**src/rtl/alu_arbiter.sv**
```systemverilog
// alu_arbiter: shares one combinational ALU between two requesters.
// Requesters are served round-robin, one operation at a time. The ALU
// operands are held stable for a per-opcode number of cycles, and the
// result is handed back on a valid/ready response channel.
// Divide-by-zero is trapped and answered without touching the ALU inputs.
module alu_arbiter #(
    parameter int WIDTH      = 16,
    parameter int MULDIV_LAT = 4
) (
    input  logic             clk,
    input  logic             rst,
    input  logic             req0_valid,
    output logic             req0_ready,
    input  logic [WIDTH-1:0] req0_a,
    input  logic [WIDTH-1:0] req0_b,
    input  logic [2:0]       req0_op,
    input  logic             req1_valid,
    output logic             req1_ready,
    input  logic [WIDTH-1:0] req1_a,
    input  logic [WIDTH-1:0] req1_b,
    input  logic [2:0]       req1_op,
    output logic [WIDTH-1:0] alu_a,
    output logic [WIDTH-1:0] alu_b,
    output logic [2:0]       alu_select,
    input  logic [WIDTH-1:0] alu_result,
    input  logic             alu_carry,
    output logic             resp_valid,
    input  logic             resp_ready,
    output logic [WIDTH-1:0] resp_data,
    output logic             resp_carry,
    output logic             resp_err,
    output logic             resp_id,
    output logic             busy
);

    typedef enum logic [1:0] {
        IDLE = 2'd0,
        EXEC = 2'd1,
        RESP = 2'd2
    } state_t;

    // Counter preload for mult/divide; the final EXEC cycle is the cnt==0 one.
    localparam logic [3:0] MULDIV_CNT = 4'(MULDIV_LAT - 1);

    state_t           state_q, state_d;
    logic             rr_last_q, rr_last_d;
    logic [WIDTH-1:0] a_q, a_d;
    logic [WIDTH-1:0] b_q, b_d;
    logic [2:0]       op_q, op_d;
    logic [3:0]       cnt_q, cnt_d;
    logic [WIDTH-1:0] resp_data_q, resp_data_d;
    logic             resp_carry_q, resp_carry_d;
    logic             resp_err_q, resp_err_d;
    logic             resp_id_q, resp_id_d;

    logic             any_valid;
    logic             grant;
    logic [WIDTH-1:0] sel_a;
    logic [WIDTH-1:0] sel_b;
    logic [2:0]       sel_op;

    // Round-robin pick: a lone requester wins, on a tie the one not served last wins.
    always_comb begin
        any_valid = req0_valid | req1_valid;
        if (req0_valid && req1_valid) begin
            grant = ~rr_last_q;
        end else begin
            grant = req1_valid;
        end
        sel_a  = grant ? req1_a  : req0_a;
        sel_b  = grant ? req1_b  : req0_b;
        sel_op = grant ? req1_op : req0_op;
    end

    assign req0_ready = (state_q == IDLE) && req0_valid && !grant;
    assign req1_ready = (state_q == IDLE) && req1_valid &&  grant;

    // Next-state logic for the controller and every datapath register.
    always_comb begin
        state_d      = state_q;
        rr_last_d    = rr_last_q;
        a_d          = a_q;
        b_d          = b_q;
        op_d         = op_q;
        cnt_d        = cnt_q;
        resp_data_d  = resp_data_q;
        resp_carry_d = resp_carry_q;
        resp_err_d   = resp_err_q;
        resp_id_d    = resp_id_q;
        case (state_q)
            IDLE: begin
                if (any_valid) begin
                    rr_last_d = grant;
                    resp_id_d = grant;
                    if (sel_op == 3'b111 && sel_b == '0) begin
                        // Trapped divide: answer directly, ALU inputs keep their old value.
                        resp_data_d  = '1;
                        resp_carry_d = 1'b0;
                        resp_err_d   = 1'b1;
                        state_d      = RESP;
                    end else begin
                        a_d     = sel_a;
                        b_d     = sel_b;
                        op_d    = sel_op;
                        cnt_d   = (sel_op[2:1] == 2'b11) ? MULDIV_CNT : 4'd0;
                        state_d = EXEC;
                    end
                end
            end
            EXEC: begin
                if (cnt_q != 4'd0) begin
                    cnt_d = cnt_q - 4'd1;
                end else begin
                    resp_data_d  = alu_result;
                    resp_carry_d = alu_carry;
                    resp_err_d   = 1'b0;
                    state_d      = RESP;
                end
            end
            RESP: begin
                if (resp_ready) begin
                    state_d = IDLE;
                end
            end
            default: state_d = IDLE;
        endcase
    end

    // State register with synchronous reset; requester 0 wins the first tie.
    always_ff @(posedge clk) begin
        if (rst) begin
            state_q      <= IDLE;
            rr_last_q    <= 1'b1;
            a_q          <= '0;
            b_q          <= '0;
            op_q         <= '0;
            cnt_q        <= '0;
            resp_data_q  <= '0;
            resp_carry_q <= 1'b0;
            resp_err_q   <= 1'b0;
            resp_id_q    <= 1'b0;
        end else begin
            state_q      <= state_d;
            rr_last_q    <= rr_last_d;
            a_q          <= a_d;
            b_q          <= b_d;
            op_q         <= op_d;
            cnt_q        <= cnt_d;
            resp_data_q  <= resp_data_d;
            resp_carry_q <= resp_carry_d;
            resp_err_q   <= resp_err_d;
            resp_id_q    <= resp_id_d;
        end
    end

    assign alu_a      = a_q;
    assign alu_b      = b_q;
    assign alu_select = op_q;
    assign resp_valid = (state_q == RESP);
    assign resp_data  = resp_data_q;
    assign resp_carry = resp_carry_q;
    assign resp_err   = resp_err_q;
    assign resp_id    = resp_id_q;
    assign busy       = (state_q != IDLE);

endmodule

```
**config.mk**
```make
export PLATFORM = sky130hd
export DESIGN_NAME = alu_arbiter
export DESIGN_NICKNAME = d
export VERILOG_FILES = /design/src/rtl/alu_arbiter.sv
export SDC_FILE = /design/constraint.sdc
export NUM_CORES = 1
export LEC_CHECK = 0
export BUFFER_PORTS_ARGS = -buffer_cell sky130_fd_sc_hd__buf_4
export CAP_MARGIN = 40
export CORE_UTILIZATION = 24
export CTS_CLUSTER_SIZE = 25
export DETAILED_ROUTE_END_ITERATION = 8
export RECOVER_POWER = 50
export SLEW_MARGIN = 20
export SYNTH_ARGS = -nofsm -noshare
export SYNTH_HDL_FRONTEND = slang
export SYNTH_SLANG_ARGS = --single-unit
```
**constraint.sdc**
```tcl
create_clock -name clk -period 2.4 [get_ports clk]
set_input_delay 0.72 -clock clk [delete_from_list [all_inputs] [get_ports clk]]
set_output_delay 0.72 -clock clk [all_outputs]
set_load 0.01 [all_outputs]
```
==> results of run 1 <==
-- power groups by stage --
stage	sequential, mW	clock (mW)	combinational (mW)
detailed placement	1.54	0	1.94
CTS	1.53	1.44	1.94
finish	1.52	1.39	1.71
global placement	1.54	0	1.87
global route	1.56	1.49	1.86
floorplan	1.64	0	0.915
-- layout make-up --
class / instances / share of cell area
inverter: 4 / 0.00346
sequential: 61 / 0.282
clock inverter: 4 / 0.0162
clock buffer: 12 / 0.0592
timing repair buffer: 169 / 0.255
multi-input combinational: 192 / 0.343
tap: 143 / 0.0413
-- critical path: cells and delay by family --
| kind | cells | cell delay, ps |
|---|---|---|
| buf+inv | 3 | 460 |
| compound gates | 1 | 250 |
| simple gates | 1 | 170 |
-- worst max path at each step --
stage                           from    endpoint  slack (ps)  depth (start not counted)
after detailed placement   req1_b[0]   alu_b[14]         -50                          8
final                     req0_valid  req1_ready          80                          5
after floorplan           req1_valid  req0_ready         190                          4
after global routing      req0_valid  req1_ready          30                          5
after global placement    req0_valid    alu_a[4]        -100                          6
after CTS                 req0_valid  req1_ready          60                          5
-- state kept, by name, summed over array words and instances (netlist names), 2 cells and up --
register and cells:
alu_b 16, cnt_q 4, resp_data 16, state_q 2, alu_select 3, alu_a 16
-- stage by stage --
stage	TNS, ps	setup WS [ps]
2_1_floorplan	0	194
3_3_place_gp	-3210	-95.9
3_5_place_dp	-390	-47.0
4_1_cts	0	57.5
5_1_grt	0	25.2
6_report	0	76.4
-- kinds of logic (layout without fill, tap and decap cells) --
| logic type | after synthesis | in the layout | share of synthesized area |
|---|---|---|---|
| DFF | 61 | 61 | 0.429 |
| and+or+nand+nor | 46 | 46 | 0.0900 |
| adders and majority gates | 2 | 2 | 0.00878 |
| muxes | 37 | 37 | 0.130 |
| buffers and inverters | 28 | 189 | 0.0496 |
| AOI/OAI and AO/OA | 107 | 107 | 0.293 |
-- Yosys cell counts, types with 4 or more instances --
master | count | area share
clkbuf_1 | 11 | 0.014
buf_2 | 8 | 0.014
dfxtp_1 | 61 | 0.43
a21oi_1 | 39 | 0.069
inv_1 | 4 | 0.0053
a211oi_1 | 26 | 0.069
nand2_1 | 8 | 0.011
o221a_2 | 14 | 0.055
nor4_1 | 4 | 0.0088
a211oi_2 | 9 | 0.040
nor2_1 | 8 | 0.011
mux2i_1 | 37 | 0.13
-- metal layers --
layer	GRT usage	vias up	part of all wire
li1	-	1407	-
met1	0.175	1295	0.44
met2	0.243	106	0.48
met3	0.0426	11	0.069
met4	0.0557	0	0.014
met5	0	-	0
==> summary.md, run 1 <==
| Metric | Value |
|---|---|
| Vert. Die Dim | `between 100 and 150 um` |
| Max VDD drop | `332 uV` |
| Hold buffers post-CTS | `0` |
| Rel. slew slack | `0.521` |
| Layout area overhead | `52.2%` |
| Pin count of the biggest net entering global routing | `32` |
| Int Power | `3.05 mW` |
| Pwr Total | `between 4 and 5 mW` |
| PD cells | `approximately 1100 nW/um2` |
| Drt wl/cell | `14.9 um` |
| Drt pass-1 iters | `8` |
| CTS Sinks | `61` |
| Fin Hold WS | `477 ps` |
| First-pass GRT wire length | `approximately 14 mm` |
| Final instance area | `4340 um2` |
| Worst-case reg-to-reg path depth | `6` |
| Fillers | `1194` |
| Max-slew violation count | `0` |
| Reg area | `1220 um2` |
| Total number of vias | `2819` |
| Sequential area share after synthesis | `0.429` |
| Clk network pwr share | `0.301` |
| Synth Flop Type | `dfxtp_1` |
| Layout Nets | `531` |
| Worst r2r src | `state_q[1]` |
| Clk Latency, worst-skew pair | `320 ps` |
| Max stage delay on crit path | `250 ps` |
| Worst EP required | `1680 ps` |
| Final hold violations | `0` |
| Setup Buffers After CTS | `0` |
| Yosys warns | `0` |
| Worst-path clk slew | `50 ps` |
| Cells after DPL | `569` |
| Commonest non-fill, non-tap cell in the layout | `buf_4` |
| R2r endpoint | `alu_a[4]` |
| Cells after synthesis | `approximately 280` |
| Failing checks | `DRC` |
| Switching part of the total | `0.339` |
| HPWL Detailed | `6.67 mm` |
| Antenna Cells | `0` |
| Post-synth EDFFs | `0` |
| Clk root buf | `clkbuf_16` |
| Layout Skew | `7.27 ps` |
| CTS Buf Count | `9` |
| Clk buf depth | `2` |
| Starting DRT DRC Count | `~140` |
| Initial antenna violation count | `0` |
| Synthesized cell area | `about 2800 um2` |
| WHS Endpoint | `cnt_q[3]` |
| GRT Resource Usage Total | `0.145` |
| Flop pwr share | `0.329` |
| Logic pwr share | `0.370` |
| Slowest cell on crit path | `a21boi_4` |
| Cell mode on critical path | `buf_4` |
| Vias per cell | `4.82` |
| Row cnt | `39` |
| GPL Wtd Cong | `0.791` |
| Multi-input gate area | `roughly 1500 um2` |
| Min-delay src | `cnt_q[3]` |
| Worst Hold Class | `register to register` |
| Initial core utilization | `0.247` |
| Status | `finished, violations left` |
| Worst-margin pin slew | `718 ps` |
| Worst-path cell chain | `buf_4, a21boi_4, buf_4, and2_1, buf_4` |
| P_sw | `1.56 mW` |
| # IOs | `150` |
| Vias in the first global route | `about 2800` |
| Die W | `111 um` |
| RSZ-0062 raised after global routing | `false` |
| Crit path capture type | `output pin` |
| Syn nets | `375` |
| Fmax | `430 MHz` |
| CTS tree | `built` |
| Gr ovfl total | `0` |
| Count of buffers from port buffering | `149` |
| Hold Path Cell Cnt | `2` |
| Worst setup SP type | `primary input` |
| H-tree Lvls | `3` |
| Final worst path period share | `0.968` |
| Syn_area_per_cell | `10.1 um2` |
| CP arrival | `roughly 1600 ps` |
| #FFs+latches synth | `61` |
| Asr flop ratio synth | `0` |
| Post-DRT Antenna Nets | `0` |
| Commonest cells after routing, fill and taps aside | `buf_4, dfxtp_1, clkbuf_1, a21oi_1, mux2i_1` |
| P_leak | `1.76 nW` |
| Fin crit period | `2320 ps` |
| Critical path class | `primary input to output pin` |
| DP Area | `4230 um2` |
| Layout cells sized above 1 | `0.355` |
| Final WL | `approximately 8.7 mm` |
| Maxcap violations | `0` |
| R2r setup slk | `320 ps` |
| Final Non-Filler Cells | `585` |
| DR DRC count | `19` |
| Core area | `about 12000 um2` |
| Post-CTS sizing | `0` |
| Final core occ | `0.376` |
| DIE AREA | `about 12000 um2` |
| Crit path max fanout | `7` |
| Synth unique cells | `41` |
| # setup viols final | `0` |
Power figures use the tool's default switching activity.
==> run 2: changes to the inputs <==
Settings changed: CORE_ASPECT_RATIO set to 1.5.
==> run 2 against run 1 <==
The flow now finishes without violations. Power decreased by 2.6%. Core utilization shrank 0.21 points. First-iteration DRC count is 20% lower. Combinational power barely moved. Count of clock-buffer cells in the layout is the same. Flip-flop and latch count unchanged. Worst setup slack improved by 53 ps. Sequential power is essentially flat. Largest power group unchanged. Highest routed layer unchanged.
==> summary.md, run 2 (synthesized netlist as in run 1, its figures left out) <==
| Metric | Value |
|---|---|
| Fmax | `440 MHz` |
| Pwr Total | `4.50 mW` |
| H-tree Lvls | `3` |
| Final worst path period share | `0.946` |
| Most Crowded Layer GR | `met2` |
| CP bufs+invs | `3` |
| Pin count of the biggest net entering global routing | `37` |
| Worst setup SP type | `primary input` |
| Max stage delay on crit path | `240 ps` |
| Layout Nets | `531` |
| Drt pass-1 iters | `4` |
| Antenna Cells | `0` |
| Drt wl/cell | `15.2 um` |
| Crit path max fanout | `7` |
| Fillers | `1217` |
| Layout cells sized above 1 | `0.351` |
| Rel. slew slack | `0.588` |
| GRT Resource Usage Total | `0.143` |
| Vias in the first global route | `2822` |
| Die W | `91.0 um` |
| Commonest cells after routing, fill and taps aside | `buf_4, dfxtp_1, clkbuf_1, a21oi_1, mux2i_1` |
| Maxcap violations | `0` |
| Worst-path cell chain | `buf_4, a21boi_4, buf_4, and2_1, buf_4` |
| Count of buffers from port buffering | `149` |
| # setup viols final | `0` |
| Row cnt | `48` |
| DIE AREA | `12300 um2` |
| Final instance area | `around 4300 um2` |
| Reg area | `about 1200 um2` |
| PD cells | `1040 nW/um2` |
| Starting DRT DRC Count | `roughly 110` |
| M1 GR Usage | `0.157` |
| Hold buffers post-CTS | `0` |
| CP delay by family, top | `buffers and inverters` |
| First-pass GRT wire length | `13.9 mm` |
| Post-DRT Antenna Nets | `0` |
| Commonest non-fill, non-tap cell in the layout | `buf_4` |
| CP arrival | `1550 ps` |
| Max VDD drop | `345 uV` |
| HPWL Detailed | `6.82 mm` |
| Clk Latency, worst-skew pair | `320 ps` |
| DR DRC count | `0` |
| Worst EP required | `1680 ps` |
| RSZ-0062 raised after global routing | `false` |
| Initial antenna violation count | `0` |
| CTS Sinks | `61` |
| Multi-input gate area | `1500 um2` |
| Post-CTS sizing | `0` |
| Final hold violations | `0` |
| Worst Hold Class | `register to register` |
| Total number of vias | `2850` |
| Max-slew violation count | `0` |
| Critical path class | `primary input to output pin` |
| CTS tree | `built` |
| Clk buf depth | `2` |
| GPL Wtd Cong | `0.767` |
| Final WL | `9.00 mm` |
| Cell mode on critical path | `buf_4` |
| Gr ovfl total | `0` |
| Met3 track demand over resource | `0.0382` |
| Slowest cell on crit path | `a21boi_4` |
| Final core occ | `0.374` |
| Vert. Die Dim | `135 um` |
| Met2 Use GR | `0.263` |
| Setup total negative slack | `0 ps` |
| Core area | `11500 um2` |
| Fin crit period | `roughly 2300 ps` |
| Layout area overhead | `51.5%` |
| P_leak | `approximately 1.7 nW` |
| # IOs | `150` |
| Crit path capture type | `output pin` |
| Status | `finished, final reports clean` |
| Vias per cell | `4.81` |
| Worst-margin pin slew | `617 ps` |
| Worst-path clk slew | `50 ps` |
| Layout Skew | `5.38 ps` |
| Setup Buffers After CTS | `0` |
| CTS Buf Count | `9` |
| Clk root buf | `clkbuf_16` |
| DP Area | `~4200 um2` |
| Initial core utilization | `0.247` |
run 2: cell count changes in the layout (fill, tap and decap cells not counted), sizes merged:
| cell | previous run | this run |
|---|---|---|
| buf | 114 | 113 |
| bufinv | 2 | 1 |
| clkbuf | 67 | 68 |
| clkinvlp | 0 | 1 |
run 2: report_power, final:
group | internal, mW | switching [mW]
Clock | 0.828 | 0.438
Combinational | 0.763 | 0.948
Sequential | 1.33 | 0.189
run 2: through the flow:
| stage | std cells | hold slack, ps | setup slack, ps |
|---|---|---|---|
| 3_3_place_gp | 575 | 463 | -128 |
| 3_5_place_dp | 576 | 479 | -234 |
| 4_1_cts | 592 | 485 | 104 |
| 6_report | 592 | 480 | 129 |
| 5_1_grt | 592 | 508 | 19.5 |
| 2_1_floorplan | 281 | 448 | 194 |
run 2: routing by layer:
layer,vias to the layer above,share of wire
met3,12,0.055
li1,1406,-
met5,-,0
met2,96,0.53
met1,1336,0.40
met4,0,0.017
run 2: worst reg2reg max path, stage by stage, from the launching register on:
cell	delay, ps
dfxtp_1	340
inv_1	90
ha_1	140
nor3b_1	520
nand2_1	220
buf_4	250
o221a_2	280
run 2: final timing paths:
kind	cells past startpoint	endpoint	slack [ps]	startpoint
setup reg to reg	6	resp_data[1]	460	cnt_q[0]
hold / removal	2	cnt_q[3]	480	cnt_q[3]
setup / recovery	5	req1_ready	130	req0_valid
hold reg to reg	2	cnt_q[3]	480	cnt_q[3]
run 2: final cells by class:
class / count / area share
Multi-Input combinational cell: 192 / 0.346
Clock buffer: 12 / 0.0571
Tap cell: 150 / 0.0435
Inverter: 4 / 0.00348
Clock inverter: 4 / 0.0110
Timing Repair Buffer: 169 / 0.256
Sequential cell: 61 / 0.283
